$ cat config.mk
export PLATFORM = sky130hd
export DESIGN_NAME = bkm_data_step_monitor
export DESIGN_NICKNAME = d
export VERILOG_FILES = /design/src/rtl/bkm_data_step_monitor.sv
export SDC_FILE = /design/constraint.sdc
export NUM_CORES = 2
export LEC_CHECK = 0
export BUFFER_PORTS_ARGS = -buffer_cell sky130_fd_sc_hd__buf_4
export CAP_MARGIN = 20
export CORE_MARGIN = 2
export CORE_UTILIZATION = 30
export DETAILED_ROUTE_END_ITERATION = 8
export PLACE_DENSITY = 0.55
export SLEW_MARGIN = 20
export SYNTH_ARGS = -nofsm -noshare
export SYNTH_HDL_FRONTEND = slang
export SYNTH_SLANG_ARGS = --single-unit
$ cat constraint.sdc
create_clock -name clk -period 10.05 [get_ports clk]
set_clock_uncertainty 0.1 [all_clocks]
set_input_delay 1.005 -clock clk [delete_from_list [all_inputs] [get_ports clk]]
set_output_delay 1.005 -clock clk [all_outputs]
set_load 0.02 [all_outputs]
$ cat src/rtl/bkm_data_step_monitor.sv
// Monitor/scoreboard behind bkm_data_step: CSD -> binary over two stages, compared against a loaded FIFO.
// Define BKM_MON_ASSERT_EN for simulation-only mismatch printing and sticky-flag errors.
module bkm_data_step_monitor #(
  parameter int unsigned W     = 64,
  parameter int unsigned DEPTH = 8
) (
  input  logic                     clk,
  input  logic                     arst,
  input  logic                     srst,
  input  logic                     enable,
  input  logic                     dut_valid,
  input  logic [2*W-1:0]           X_n_csd,
  input  logic [2*W-1:0]           Y_n_csd,
  input  logic                     exp_push,
  input  logic [W-1:0]             exp_X,
  input  logic [W-1:0]             exp_Y,
  output logic                     exp_full,
  output logic [$clog2(DEPTH):0]   exp_count,
  output logic                     mon_valid,
  output logic [W-1:0]             mon_X,
  output logic [W-1:0]             mon_Y,
  output logic                     mismatch,
  output logic [15:0]              chk_cnt,
  output logic [15:0]              err_cnt,
  output logic                     ovf,
  output logic                     unf,
  output logic                     fmt_err
);

  localparam int unsigned AW = $clog2(DEPTH);
  localparam int unsigned CW = AW + 1;
  localparam logic [CW-1:0] FULL_CNT = CW'(DEPTH);

  logic [W-1:0] mem_x [DEPTH];
  logic [W-1:0] mem_y [DEPTH];
  logic [AW-1:0] wr_ptr, rd_ptr;

  logic          s1_valid;
  logic [W-1:0]  s1_xp, s1_xn, s1_yp, s1_yn;

  logic [W-1:0]  x_p, x_n, y_p, y_n;
  logic          illegal;
  logic [W-1:0]  x_diff, y_diff;
  logic          fifo_empty, pop, push_ok, differ;

  // Split each digit stream into +1 and -1 position vectors; code 10 counts as 0.
  always_comb begin
    x_p     = '0;
    x_n     = '0;
    y_p     = '0;
    y_n     = '0;
    illegal = 1'b0;
    for (int unsigned i = 0; i < W; i++) begin
      x_p[i] = (X_n_csd[2*i +: 2] == 2'b01);
      x_n[i] = (X_n_csd[2*i +: 2] == 2'b11);
      y_p[i] = (Y_n_csd[2*i +: 2] == 2'b01);
      y_n[i] = (Y_n_csd[2*i +: 2] == 2'b11);
      if (X_n_csd[2*i +: 2] == 2'b10 || Y_n_csd[2*i +: 2] == 2'b10)
        illegal = 1'b1;
    end
  end

  always_comb begin
    x_diff     = s1_xp - s1_xn;
    y_diff     = s1_yp - s1_yn;
    fifo_empty = (exp_count == '0);
    pop        = enable && s1_valid && !fifo_empty;
    push_ok    = enable && exp_push && (!exp_full || pop);
    differ     = (x_diff != mem_x[rd_ptr]) || (y_diff != mem_y[rd_ptr]);
  end

  assign exp_full = (exp_count == FULL_CNT);

  always_ff @(posedge clk) begin
    if (push_ok && !srst) begin
      mem_x[wr_ptr] <= exp_X;
      mem_y[wr_ptr] <= exp_Y;
    end
  end

  always_ff @(posedge clk or negedge arst) begin
    if (!arst) begin
      s1_valid  <= 1'b0;
      s1_xp     <= '0;
      s1_xn     <= '0;
      s1_yp     <= '0;
      s1_yn     <= '0;
      mon_valid <= 1'b0;
      mon_X     <= '0;
      mon_Y     <= '0;
      mismatch  <= 1'b0;
      chk_cnt   <= '0;
      err_cnt   <= '0;
      ovf       <= 1'b0;
      unf       <= 1'b0;
      fmt_err   <= 1'b0;
      wr_ptr    <= '0;
      rd_ptr    <= '0;
      exp_count <= '0;
    end else if (srst) begin
      s1_valid  <= 1'b0;
      s1_xp     <= '0;
      s1_xn     <= '0;
      s1_yp     <= '0;
      s1_yn     <= '0;
      mon_valid <= 1'b0;
      mon_X     <= '0;
      mon_Y     <= '0;
      mismatch  <= 1'b0;
      chk_cnt   <= '0;
      err_cnt   <= '0;
      ovf       <= 1'b0;
      unf       <= 1'b0;
      fmt_err   <= 1'b0;
      wr_ptr    <= '0;
      rd_ptr    <= '0;
      exp_count <= '0;
    end else if (enable) begin
      s1_valid <= dut_valid;
      if (dut_valid) begin
        s1_xp <= x_p;
        s1_xn <= x_n;
        s1_yp <= y_p;
        s1_yn <= y_n;
        if (illegal)
          fmt_err <= 1'b1;
      end

      mon_valid <= s1_valid;
      mismatch  <= 1'b0;
      if (s1_valid) begin
        mon_X <= x_diff;
        mon_Y <= y_diff;
        if (fifo_empty) begin
          unf <= 1'b1;
        end else begin
          if (chk_cnt != 16'hFFFF)
            chk_cnt <= chk_cnt + 16'd1;
          if (differ) begin
            mismatch <= 1'b1;
            if (err_cnt != 16'hFFFF)
              err_cnt <= err_cnt + 16'd1;
          end
        end
      end

      // Pop is decided on the pre-edge occupancy, so a push into an empty FIFO is never bypassed.
      if (push_ok)
        wr_ptr <= wr_ptr + AW'(1);
      if (pop)
        rd_ptr <= rd_ptr + AW'(1);
      if (exp_push && !push_ok)
        ovf <= 1'b1;
      case ({push_ok, pop})
        2'b10:   exp_count <= exp_count + CW'(1);
        2'b01:   exp_count <= exp_count - CW'(1);
        default: exp_count <= exp_count;
      endcase
    end else begin
      mon_valid <= 1'b0;
      mismatch  <= 1'b0;
    end
  end

`ifdef BKM_MON_ASSERT_EN
  logic [W-1:0] last_exp_x, last_exp_y;
  logic         ovf_d, unf_d, fmt_d;

  always_ff @(posedge clk) begin
    if (pop) begin
      last_exp_x <= mem_x[rd_ptr];
      last_exp_y <= mem_y[rd_ptr];
    end
    ovf_d <= ovf;
    unf_d <= unf;
    fmt_d <= fmt_err;
    if (mismatch)
      $display("%0t bkm_data_step_monitor: mon_X=%0h mon_Y=%0h expected X=%0h Y=%0h",
               $time, mon_X, mon_Y, last_exp_x, last_exp_y);
    if (fmt_err && !fmt_d)
      $error("bkm_data_step_monitor: illegal CSD digit code");
    if (unf && !unf_d)
      $error("bkm_data_step_monitor: result with empty expected FIFO");
    if (ovf && !ovf_d)
      $error("bkm_data_step_monitor: expected push dropped, FIFO full");
  end
`else
  // Silent build: results are observable only through the ports and counters.
`endif

endmodule

==> results.tsv <==
metric	value	unit
hpwl dp	216	mm
non-filler instance count after layout	8907	
RSZ-0062 raised after global routing	false	
status	complete, no violations	
Final period util	65.8	%
hold_buf cts	0	
final core occ	35.7	%
Crit Path Class	flop to flop	
Final TNS setup	0	ns
Synth-to-Final Area Change	18.7	%
Seq/Total Area, Yosys	60.9	%
H-tree lvl count	4	
Arr. time, crit path	7.19	ns
share of the synthesized area in the top cell type	45.1	%
CORE AREA	227000	um2
synth top area cells	edfxtp_1, dfrtp_1, mux4_2, nand2_1, o21ai_0	
Power Density	188	nW/um2
PostCTS Resize Cnt	0	
Max FO, Critical Path	44	
share of cells above drive strength 1	20.5	%
area leader, netlist	edfxtp_1	
Slew @ Worst Pin	1.21	ns
Worst-Skew Late Latency	0.83	ns
Sinks on Clock Net	1456	
Vias	49100	
vias in the first global route	47400	
Post-synth EDFFs	1024	
setup bufs post-CTS	0	
f_max	151	MHz
Initial Utilization	30.1	%
I/O Buffers	559	
DRT Wirelength	284	mm
synthesized cell area	68200	um2
final setup vio count	0	
initial antenna violation count	55	
TritonRoute pass-1 iters	6	
die width	481	um
Pins Over Slew Limit	0	
Tmin final	6.61	ns
commonest non-fill, non-tap cells in the layout	edfxtp_1, buf_4, nand2_1	
Synth cell types	101	
Lkg Pwr	30.2	nW
Avg WL per Cell	31.9	um
I/O Pins	560	
worst hold path class	input port to asynchronous set/reset pin	
global placement routability congestion	1.00	
CP Capture Type	flop	
Via density	5.51	
CP required	10.63	ns
largest net degree at the start of global routing	207	
Residual DRC	0	
Mapped Nets	5723	
row cnt	175	
placed instance area	75900	um2
Ys Warns	0	
max cap viols	0	
Syn Area/Cell	13.1	um2
Synth Instances	5198	
dpl cells	8605	
VDD IR max	0.175	mV
CTS Root Cell	clkbuf_16	
synthesized flop and latch total	1456	
Hold Violations, Final	0	
post-route design area	80900	um2
remaining antenna violation count	0	
Max transition margin	18.9	%
most common cell after layout, fill and taps aside	edfxtp_1	
Max Root-Sink Buffers	3	
chip height	481	um
Die ar.	231000	um2
DRT iter0 DRCs	5935	
Nets	6282	
total track usage	23.9	%
Num CTS Buffers	159	
ys async rst share	29.7	%
Power, Total	15.2	mW
top_reg_cell synth	edfxtp_1	
CTS tree	done	
GRT Residual Overflow	0	
CP Launch Type	flop	
CTS clk-pin slew, worst paths	0.07	ns
first-pass GRT wire length	386	mm
[critical path, cell delays in order (launching register included)]
cell and delay (ns):
dfrtp_4 0.91, buf_4 0.64, mux2_2 0.28, o22ai_1 0.08
a221oi_2 0.65, xor2_1 0.34, mux2i_1 0.77, nand4_1 0.24
a2111oi_2 0.29, nand4_1 0.24, nor4_1 0.43, nand4_1 0.27
nor4_4 0.30, buf_4 0.35, nor2_1 0.15, mux2_4 0.31
[worst paths after layout]
check	to	from	slack, ns	cells past startpoint
min reg2reg	s1_yn[53]	s1_yn[53]	0.38	2
max	err_cnt[0]	rd_ptr[1]	3.44	15
max in group asynchronous	mon_Y[24]	arst	7.34	3
min in group clk	s1_xp[62]	X_n_csd[125]	0.27	2
min	s1_xn[19]	arst	0.18	1
max reg2reg	err_cnt[0]	rd_ptr[1]	3.44	15
[state kept, by name, indices dropped and copies added (netlist names)]
signal / count
mon_Y: 64
fmt_err: 1
s1_yp: 64
ovf: 1
mem_y: 512
err_cnt: 16
mon_valid: 1
s1_valid: 1
unf: 1
s1_yn: 64
s1_xn: 64
wr_ptr: 3
mem_x: 512
mismatch: 1
chk_cnt: 16
exp_count: 4
s1_xp: 64
rd_ptr: 3
mon_X: 64
[final cells by class]
cell class	instances	area, um2
diodes	17	42.5
inverters	307	1150
fillers	22000	146000
repair buffers	642	4990
flip-flops and latches	1456	41600
multi-input cells	3191	24400
clock buffers	197	4200
clock inverters	88	808
well taps	3009	3760
[through the flow]
step | setup WS (ns) | hold WS (ns)
after floorplan | 1.91 | 0.350
after global placement | 3.06 | 0.364
after detailed placement | 3.60 | 0.370
after CTS | 3.58 | 0.160
after global routing | 3.33 | 0.214
final | 3.44 | 0.177
[Yosys cell counts, types with 25 or more instances]
cell type and instances:
inv_1 306, a21oi_1 215, xor2_1 107, o21ai_0 414, o21a_1 25, o22ai_1 69, nor4_1 35, nand2_1 627
ha_1 132, a221oi_1 35, clkbuf_1 138, nor3_1 46, mux2_2 48, mux2i_1 162, nor2_1 219, xnor2_1 108
buf_2 53, edfxtp_1 1024, dfrtp_1 432, mux4_2 220, nand4_1 91, a21o_1 46, nor2b_1 27, a32o_1 41
nand3_1 61, a22o_1 59
[per-layer routing]
metal | up-vias | part of all wire, % | global-route usage (%)
li1 | 20700 | - | -
met1 | 25300 | 42 | 32.5
met2 | 2519 | 44 | 36.0
met3 | 472 | 9.3 | 6.07
met4 | 64 | 5.0 | 10.6
met5 | - | 0.14 | 0
[logic make-up (layout without fill, tap and decap cells)]
kind of cell | after synthesis | after routing | share of synthesized area, %
simple gates | 1235 | 1235 | 8.22
fa+ha+maj | 135 | 135 | 2.51
other cells | 0 | 17 | 0
compound gates | 1151 | 1151 | 10.9
buf+inv | 551 | 1234 | 3.53
xor+xnor | 231 | 231 | 3.29
flops | 1456 | 1456 | 60.9
mux | 439 | 439 | 10.6
[power by group]
| group | switching, mW | internal [mW] |
|---|---|---|
| Clock | 2.48 | 3.24 |
| Combinational | 2.02 | 0.851 |
| Sequential | 0.0659 | 6.53 |
Note: power is estimated with default switching activity, not from simulation.
